**src/rtl/nes_input_reader.sv**
```systemverilog
// NES gamepad serial front end: latch/pulse generator, 8-bit deserialiser,
// per-frame held button state and one-cycle press pulses.
module nes_input_reader #(
  parameter int HALF_CYCLES = 300,
  parameter int POLL_CYCLES = 833333
) (
  input  logic       clk,
  input  logic       reset,
  input  logic       nes_data,
  output logic       nes_latch,
  output logic       nes_pulse,
  output logic [7:0] buttons,
  output logic [7:0] pressed,
  output logic       forward,
  output logic       backward,
  output logic       frame_done
);

  localparam int PW = (POLL_CYCLES > 1) ? $clog2(POLL_CYCLES) : 1;
  localparam int TW = $clog2(2 * HALF_CYCLES + 1);

  localparam logic [PW-1:0] POLL_LAST  = PW'(POLL_CYCLES - 1);
  localparam logic [TW-1:0] LATCH_LAST = TW'(2 * HALF_CYCLES - 1);
  localparam logic [TW-1:0] HALF_LAST  = TW'(HALF_CYCLES - 1);

  typedef enum logic [2:0] {
    IDLE,
    LATCH,
    PLO,
    PHI,
    DONE
  } state_t;

  state_t state;
  state_t state_n;

  logic [PW-1:0] poll_cnt;
  logic          poll_wrap;
  logic [TW-1:0] timer;
  logic [TW-1:0] timer_n;
  logic [3:0]    bit_cnt;
  logic [3:0]    bit_cnt_n;
  logic [7:0]    shreg;
  logic          sample;

  assign poll_wrap = (poll_cnt == POLL_LAST);

  // Free-running frame timebase, independent of the FSM
  always_ff @(posedge clk or posedge reset) begin
    if (reset) begin
      poll_cnt <= '0;
    end else if (poll_wrap) begin
      poll_cnt <= '0;
    end else begin
      poll_cnt <= poll_cnt + 1'b1;
    end
  end

  always_comb begin
    state_n   = state;
    timer_n   = timer + 1'b1;
    bit_cnt_n = bit_cnt;
    sample    = 1'b0;
    unique case (state)
      IDLE: begin
        timer_n = '0;
        if (poll_wrap) begin
          state_n = LATCH;
        end
      end
      LATCH: begin
        if (timer == LATCH_LAST) begin
          sample    = 1'b1;
          bit_cnt_n = 4'd1;
          timer_n   = '0;
          state_n   = PLO;
        end
      end
      PLO: begin
        if (timer == HALF_LAST) begin
          timer_n = '0;
          state_n = (bit_cnt == 4'd8) ? DONE : PHI;
        end
      end
      PHI: begin
        if (timer == HALF_LAST) begin
          sample    = 1'b1;
          bit_cnt_n = bit_cnt + 1'b1;
          timer_n   = '0;
          state_n   = PLO;
        end
      end
      DONE: begin
        timer_n = '0;
        state_n = IDLE;
      end
      default: begin
        timer_n = '0;
        state_n = IDLE;
      end
    endcase
  end

  always_ff @(posedge clk or posedge reset) begin
    if (reset) begin
      state   <= IDLE;
      timer   <= '0;
      bit_cnt <= '0;
      shreg   <= '0;
    end else begin
      state   <= state_n;
      timer   <= timer_n;
      bit_cnt <= bit_cnt_n;
      if (sample) begin
        shreg <= {shreg[6:0], ~nes_data};
      end
    end
  end

  // Strobes follow the next state so they line up with state entry
  always_ff @(posedge clk or posedge reset) begin
    if (reset) begin
      nes_latch <= 1'b0;
      nes_pulse <= 1'b0;
    end else begin
      nes_latch <= (state_n == LATCH);
      nes_pulse <= (state_n == PHI);
    end
  end

  always_ff @(posedge clk or posedge reset) begin
    if (reset) begin
      buttons    <= '0;
      pressed    <= '0;
      frame_done <= 1'b0;
    end else begin
      frame_done <= (state == DONE);
      if (state == DONE) begin
        buttons <= shreg;
        pressed <= shreg & ~buttons;
      end else begin
        pressed <= '0;
      end
    end
  end

  assign forward  = pressed[4];
  assign backward = pressed[5];

endmodule

```
**config.mk**
```make
export PLATFORM = sky130hd
export DESIGN_NAME = nes_input_reader
export DESIGN_NICKNAME = d
export VERILOG_FILES = /design/src/rtl/nes_input_reader.sv
export SDC_FILE = /design/constraint.sdc
export NUM_CORES = 1
export LEC_CHECK = 0
export ABC_AREA = 1
export CAP_MARGIN = 20
export CORE_AREA = 4 4 100 102
export CTS_CLUSTER_DIAMETER = 150
export DETAILED_ROUTE_END_ITERATION = 6
export DIE_AREA = 0 0 104 106
export DONT_BUFFER_PORTS = 1
export SLEW_MARGIN = 30
export SYNTH_ARGS = -nofsm -noshare
export SYNTH_HDL_FRONTEND = slang
export SYNTH_SLANG_ARGS = --single-unit
```
**constraint.sdc**
```tcl
create_clock -name clk -period 2.35 [get_ports clk]
set_clock_uncertainty 0.1 [all_clocks]
set_input_delay 0.47 -clock clk [delete_from_list [all_inputs] [get_ports clk]]
set_output_delay 0.47 -clock clk [all_outputs]
set_load 0.01 [all_outputs]
```
==> Yosys cells after proc, flatten, opt, wreduce, memory -nomap -nowiden <==
Cells that the tools add are included.
{ "totals": {"rom_bits": 0, "word_cells": 49, "latch_bits": 0, "reg_bits": 64, "inputBits": 3, "mem_count": 0, "ram_bits": 0} }
{ "classes": {"n_bitwise": 3, "n_mul": 0, "eq_ne": 12, "order_cmp": 0, "reduce_logical": 4, "mux": 17, "addsub": 3, "n_shift": 0, "div_mod_pow": 0} }
{ "op_table": {"columns": ["operator", "n"], "rows": [
  ["adder 20 x 1 -> 20 bit, second input constant", 1],
  ["equality test 20 bit, second input constant", 1],
  ["2-to-1 mux 10 bit", 2],
  ["2-to-1 mux 20 bit", 1],
  ["case mux 10 bit (2 select lines)", 1],
  ["2-to-1 mux 3 bit", 5],
  ["case mux 3 bit (4 select lines)", 1],
  ["adder 10 x 1 -> 10 bit, second input constant", 1],
  ["equality test 10 bit, second input constant", 1],
  ["equality test 10 x 9 -> 1 bit, second input constant", 1],
  ["equality test 3 x 2 -> 1 bit, second input constant", 3],
  ["AND 8 bit", 1],
  ["2-to-1 mux 4 bit", 2],
  ["2-to-1 mux 8 bit", 1],
  ["NOT 8 bit", 1],
  ["case mux 4 bit (2 select lines)", 1],
  ["equality test 3 x 1 -> 1 bit, second input constant", 2],
  ["adder 4 x 1 -> 4 bit, second input constant", 1],
  ["equality test 4 bit, second input constant", 1],
  ["!= test 2 bit, second input constant", 2],
  ["equality test 3 bit, second input constant", 1],
  ["logical NOT 3 bit", 1],
  ["AND reduction 3 bit", 1],
  ["2-to-1 mux 1 bit", 2],
  ["other kinds (4)", 4]
]} }

==> Logic depth before layout (Yosys ltp) <==
{ "depth": {"ltp_word": 5, "mapped_depth": 9, "ltp_nobuf": 9} }

==> Worst setup path before layout <==
No wires, ideal clock.
{ "synth_timing": {"path_kind": "register to register", "from": "reg timer[0]", "to": "reg bit_cnt[0]", "path_slack_ps": 786, "setup_time_ps": 123, "t_required_ps": 2127, "t_arrival_ps": 1341, "path_stages_with_launch": 8, "n_path_buf": 1, "period_less_slack_ps": 1564, "cell_sequence": "dfrtp_1 > ha_1 > inv_1 > nor3_1 > nand4_1 > buf_2 > nand3_1 > nand2_1"} }
{ "synth_via": {"elab_chain_len": 3, "word_cells_on_any_way": 5, "cone_classes": "4 x eq/ne; 1 x reduce/logical"} }
{ "synth_rtl": {"columns": ["item", "line_no", "source"], "rows": [
  ["start: declaration", "39", "logic [TW-1:0] timer;"],
  ["start signal: assignment", "112", "timer <= timer_n;"],
  ["equality test 10 x 9 -> 1 bit or equality test 10 bit (tied branches)", "86, 72", null],
  ["!= test 2 bit (no line)", null, null],
  ["AND reduction 3 bit (no line) (*)", null, null],
  ["end signal: assignment", "113", "bit_cnt <= bit_cnt_n;"],
  ["end: declaration", "41", "logic [3:0] bit_cnt;"]
]} }
Every way passes the cells marked *; elsewhere a longest branch is shown, timed or not.
A chain may end at the register's enable or synchronous reset.

==> Worst setup path in the final report <==
Ends and elaborated chain as after synthesis.

==> results.json <==
{
  "drc": 0,
  "hold_violations": 0,
  "yosysUniqueCellTypes": 23,
  "drtIter0Drc": 149,
  "multiInputGateArea_mm2": 0.00129,
  "finalNonFillerCells": 513,
  "grt-ovfl-total": 0,
  "cp.arrival_ns": 2.08,
  "setup_violations": 0,
  "async_reset_ff_share_pct": 100,
  "cp_data_required_time_ns": 2.53,
  "rows": 35,
  "netlist_top_cells_count": "nand2_1, nor2_1, dfrtp_1",
  "pin_count": 24,
  "grt_pass1_vias": 2249,
  "dpl.cell_count": 496,
  "drv_cap": 0,
  "ys.flop_type": "dfrtp_1",
  "io_buffers": 0,
  "avgViaCountPerCell": 4.63,
  "synth_top_area_share_pct": 51.4,
  "power.leakage_nw": 1.77,
  "ant_nets": 0,
  "min_from": "nes_data",
  "vdd_drop_max_mv": 0.221,
  "cts_setup_buffers": 0,
  "cp-end-kind": "register",
  "crit_path_max_fanout": 13,
  "grt_antenna_before_repair": 0,
  "initial_utilization_pct": 34.2,
  "r2r_start": "timer[0]",
  "timing.fmax_mhz": 528,
  "fin_crit_ns": 1.89,
  "whs_path_depth": 3,
  "status": "finished, final reports clean",
  "cts_resized": 0,
  "routed_wl_um": 5980,
  "hold_class": "in2reg",
  "cpPeakStageDelay_ns": 0.46,
  "yosysMostFrequentCell": "nand2_1",
  "r2r_cells": 7,
  "p_per_area_mw_per_mm2": 577,
  "synth_area_mm2": 0.00311,
  "r2r_end": "bit_cnt[0]",
  "cp_slowest_cell": "dfrtp_1",
  "die_area_mm2": 0.0110,
  "fin_crit_sh_pct": 80.6,
  "finalNetCount": 405,
  "n_fill_cell": 938,
  "rsz0062_at_grt": "no",
  "die_y_um": 106,
  "ys_seq_area_share_pct": 51.4,
  "dr.pass1.iters": 4,
  "drv_slew": 0,
  "areaGrowthSynthToFinish_pct": 10.2,
  "grt_pass1_wl_um": 10500,
  "ys_top_cells_by_area": "dfrtp_1, nand2_1, nor2_1, nand3_1, inv_1",
  "syn-num-nets": 397,
  "cts_num_sinks": 64,
  "startpoint_type": "register",
  "tns_ns": 0,
  "hold_end": "shreg[0]",
  "cts_buffer_depth": 2,
  "whs_ns": 0.201,
  "grt_usage_pct": 11.7,
  "synth-seq-cells": 64,
  "cts_tree": "yes",
  "gp_congestion": 0.902,
  "rrSetupSlack_ns": 0.46,
  "worst-setup-path-type": "reg2reg",
  "drive_gt1_share_pct": 9.95,
  "num_antenna_cells": 0,
  "seq_area_mm2": 0.00160,
  "tightest_slew_ns": 0.492,
  "htreeDepth": 3,
  "avgSynthCellArea_um2": 8.01,
  "clk-insertion-delay-late_ns": 0.34,
  "detail_route.wl_per_cell_um": 11.7,
  "cts_hold_buffers": 1,
  "vias": 2375,
  "synth_edf_count": 0,
  "cts-buffers-inserted": 9,
  "coreArea_mm2": 0.00911,
  "die_w_um": 104,
  "clk_pin_slew_ns": 0.08,
  "path_cells": "ha_1 > inv_1 > nor2_2 > nand4_2 > nand2_2 > o21ai_0 > nand2_1",
  "grt_max_degree": 43,
  "synth.largest_area_cell": "dfrtp_1",
  "synthCells": 389,
  "yosys_warnings": 0,
  "dpl.hpwl_um": 4340,
  "max_slew_margin_pct": 67.1,
  "root_buffer": "clkbuf_8"
}
worst max path at each step:
stage,startpoint,depth (start not counted),end
floorplan,reset,1,bit_cnt[0]
global placement,timer[0],7,bit_cnt[0]
detailed placement,timer[0],7,bit_cnt[0]
CTS,timer[0],7,bit_cnt[0]
global route,timer[0],7,bit_cnt[2]
finish,timer[0],7,bit_cnt[0]
state kept, by name, indices dropped and copies added (netlist names):
| register | count |
|---|---|
| poll_cnt | 20 |
| timer | 10 |
| buttons | 8 |
| pressed | 8 |
| shreg | 8 |
| bit_cnt | 4 |
| state | 3 |
| frame_done | 1 |
| nes_latch | 1 |
| nes_pulse | 1 |
cell families after synthesis:
family                   count (synthesis)  synth area share (%)
XOR/XNOR                                17                  4.78
AO/OA/AOI/OAI                            5                 0.803
flip-flops                              64                  51.4
buffers and inverters                   54                  7.11
adder cells (fa/ha/maj)                  5                  2.01
AND/OR/NAND/NOR                        244                  33.9
final cells by class:
| class | instances | share of cell area [%] |
|---|---|---|
| clock buffers | 10 | 4.01 |
| clock inverters | 6 | 1.31 |
| inverters | 48 | 5.25 |
| multi-input cells | 271 | 37.6 |
| flip-flops and latches | 64 | 46.7 |
| well taps | 111 | 4.05 |
| repair buffers | 3 | 1.09 |
power by group:
group          internal [mW]  leakage, nW  switching, mW
sequential              1.10        0.875              0
clock                  0.412       0.0845          0.441
combinational        0.00480        0.811         0.0217
total                   1.52         1.77          0.463
cells in the final DEF, fill, tap and decap left out, drive strengths merged:
| master | Yosys | layout |
|---|---|---|
| nand2 | 112 | 112 |
| nor2 | 73 | 73 |
| dfrtp | 64 | 64 |
| inv | 48 | 48 |
| nand3 | 34 | 34 |
| xor2 | 14 | 14 |
| nand4 | 11 | 11 |
| clkbuf | 0 | 10 |
| nor3 | 10 | 10 |
| ha | 5 | 5 |
| o21ai | 3 | 3 |
| xnor2 | 3 | 3 |
| clkinvlp | 0 | 3 |
| clkinv | 0 | 3 |
| a21oi | 2 | 2 |
| or2 | 2 | 2 |
| buf | 6 | 2 |
| nor3b | 1 | 1 |
| and3 | 1 | 1 |
| dlygate4sd3 | 0 | 1 |
metal layers:
metal | up-vias | wire length (µm) | track usage (%)
li1 | 1223 | - | -
met1 | 1103 | 2950 | 15.4
met2 | 38 | 2720 | 18.4
met3 | 11 | 183 | 2.91
met4 | 0 | 128 | 5.13
met5 | - | 0 | 0
worst max-delay path: cells and delay by family (launching register included):
family / cells / cell delay [ns]
buffers and inverters: 1 / 0.08
AOI/OAI and AO/OA: 1 / 0.13
and+or+nand+nor: 4 / 0.87
adders and majority gates: 1 / 0.20
DFF: 1 / 0.46
per-stage QoR:
step,setup WS (ns),instance area (µm²),util (%),total power [mW]
floorplan,0.182,3110,-,1.14
global placement,0.547,3240,35.6,1.15
detailed placement,0.463,3240,35.6,1.15
CTS,0.451,3430,37.7,2.01
global route,0.276,3430,37.7,2.06
finish,0.456,3430,37.7,1.98
Note: power is estimated with default switching activity, not from simulation.
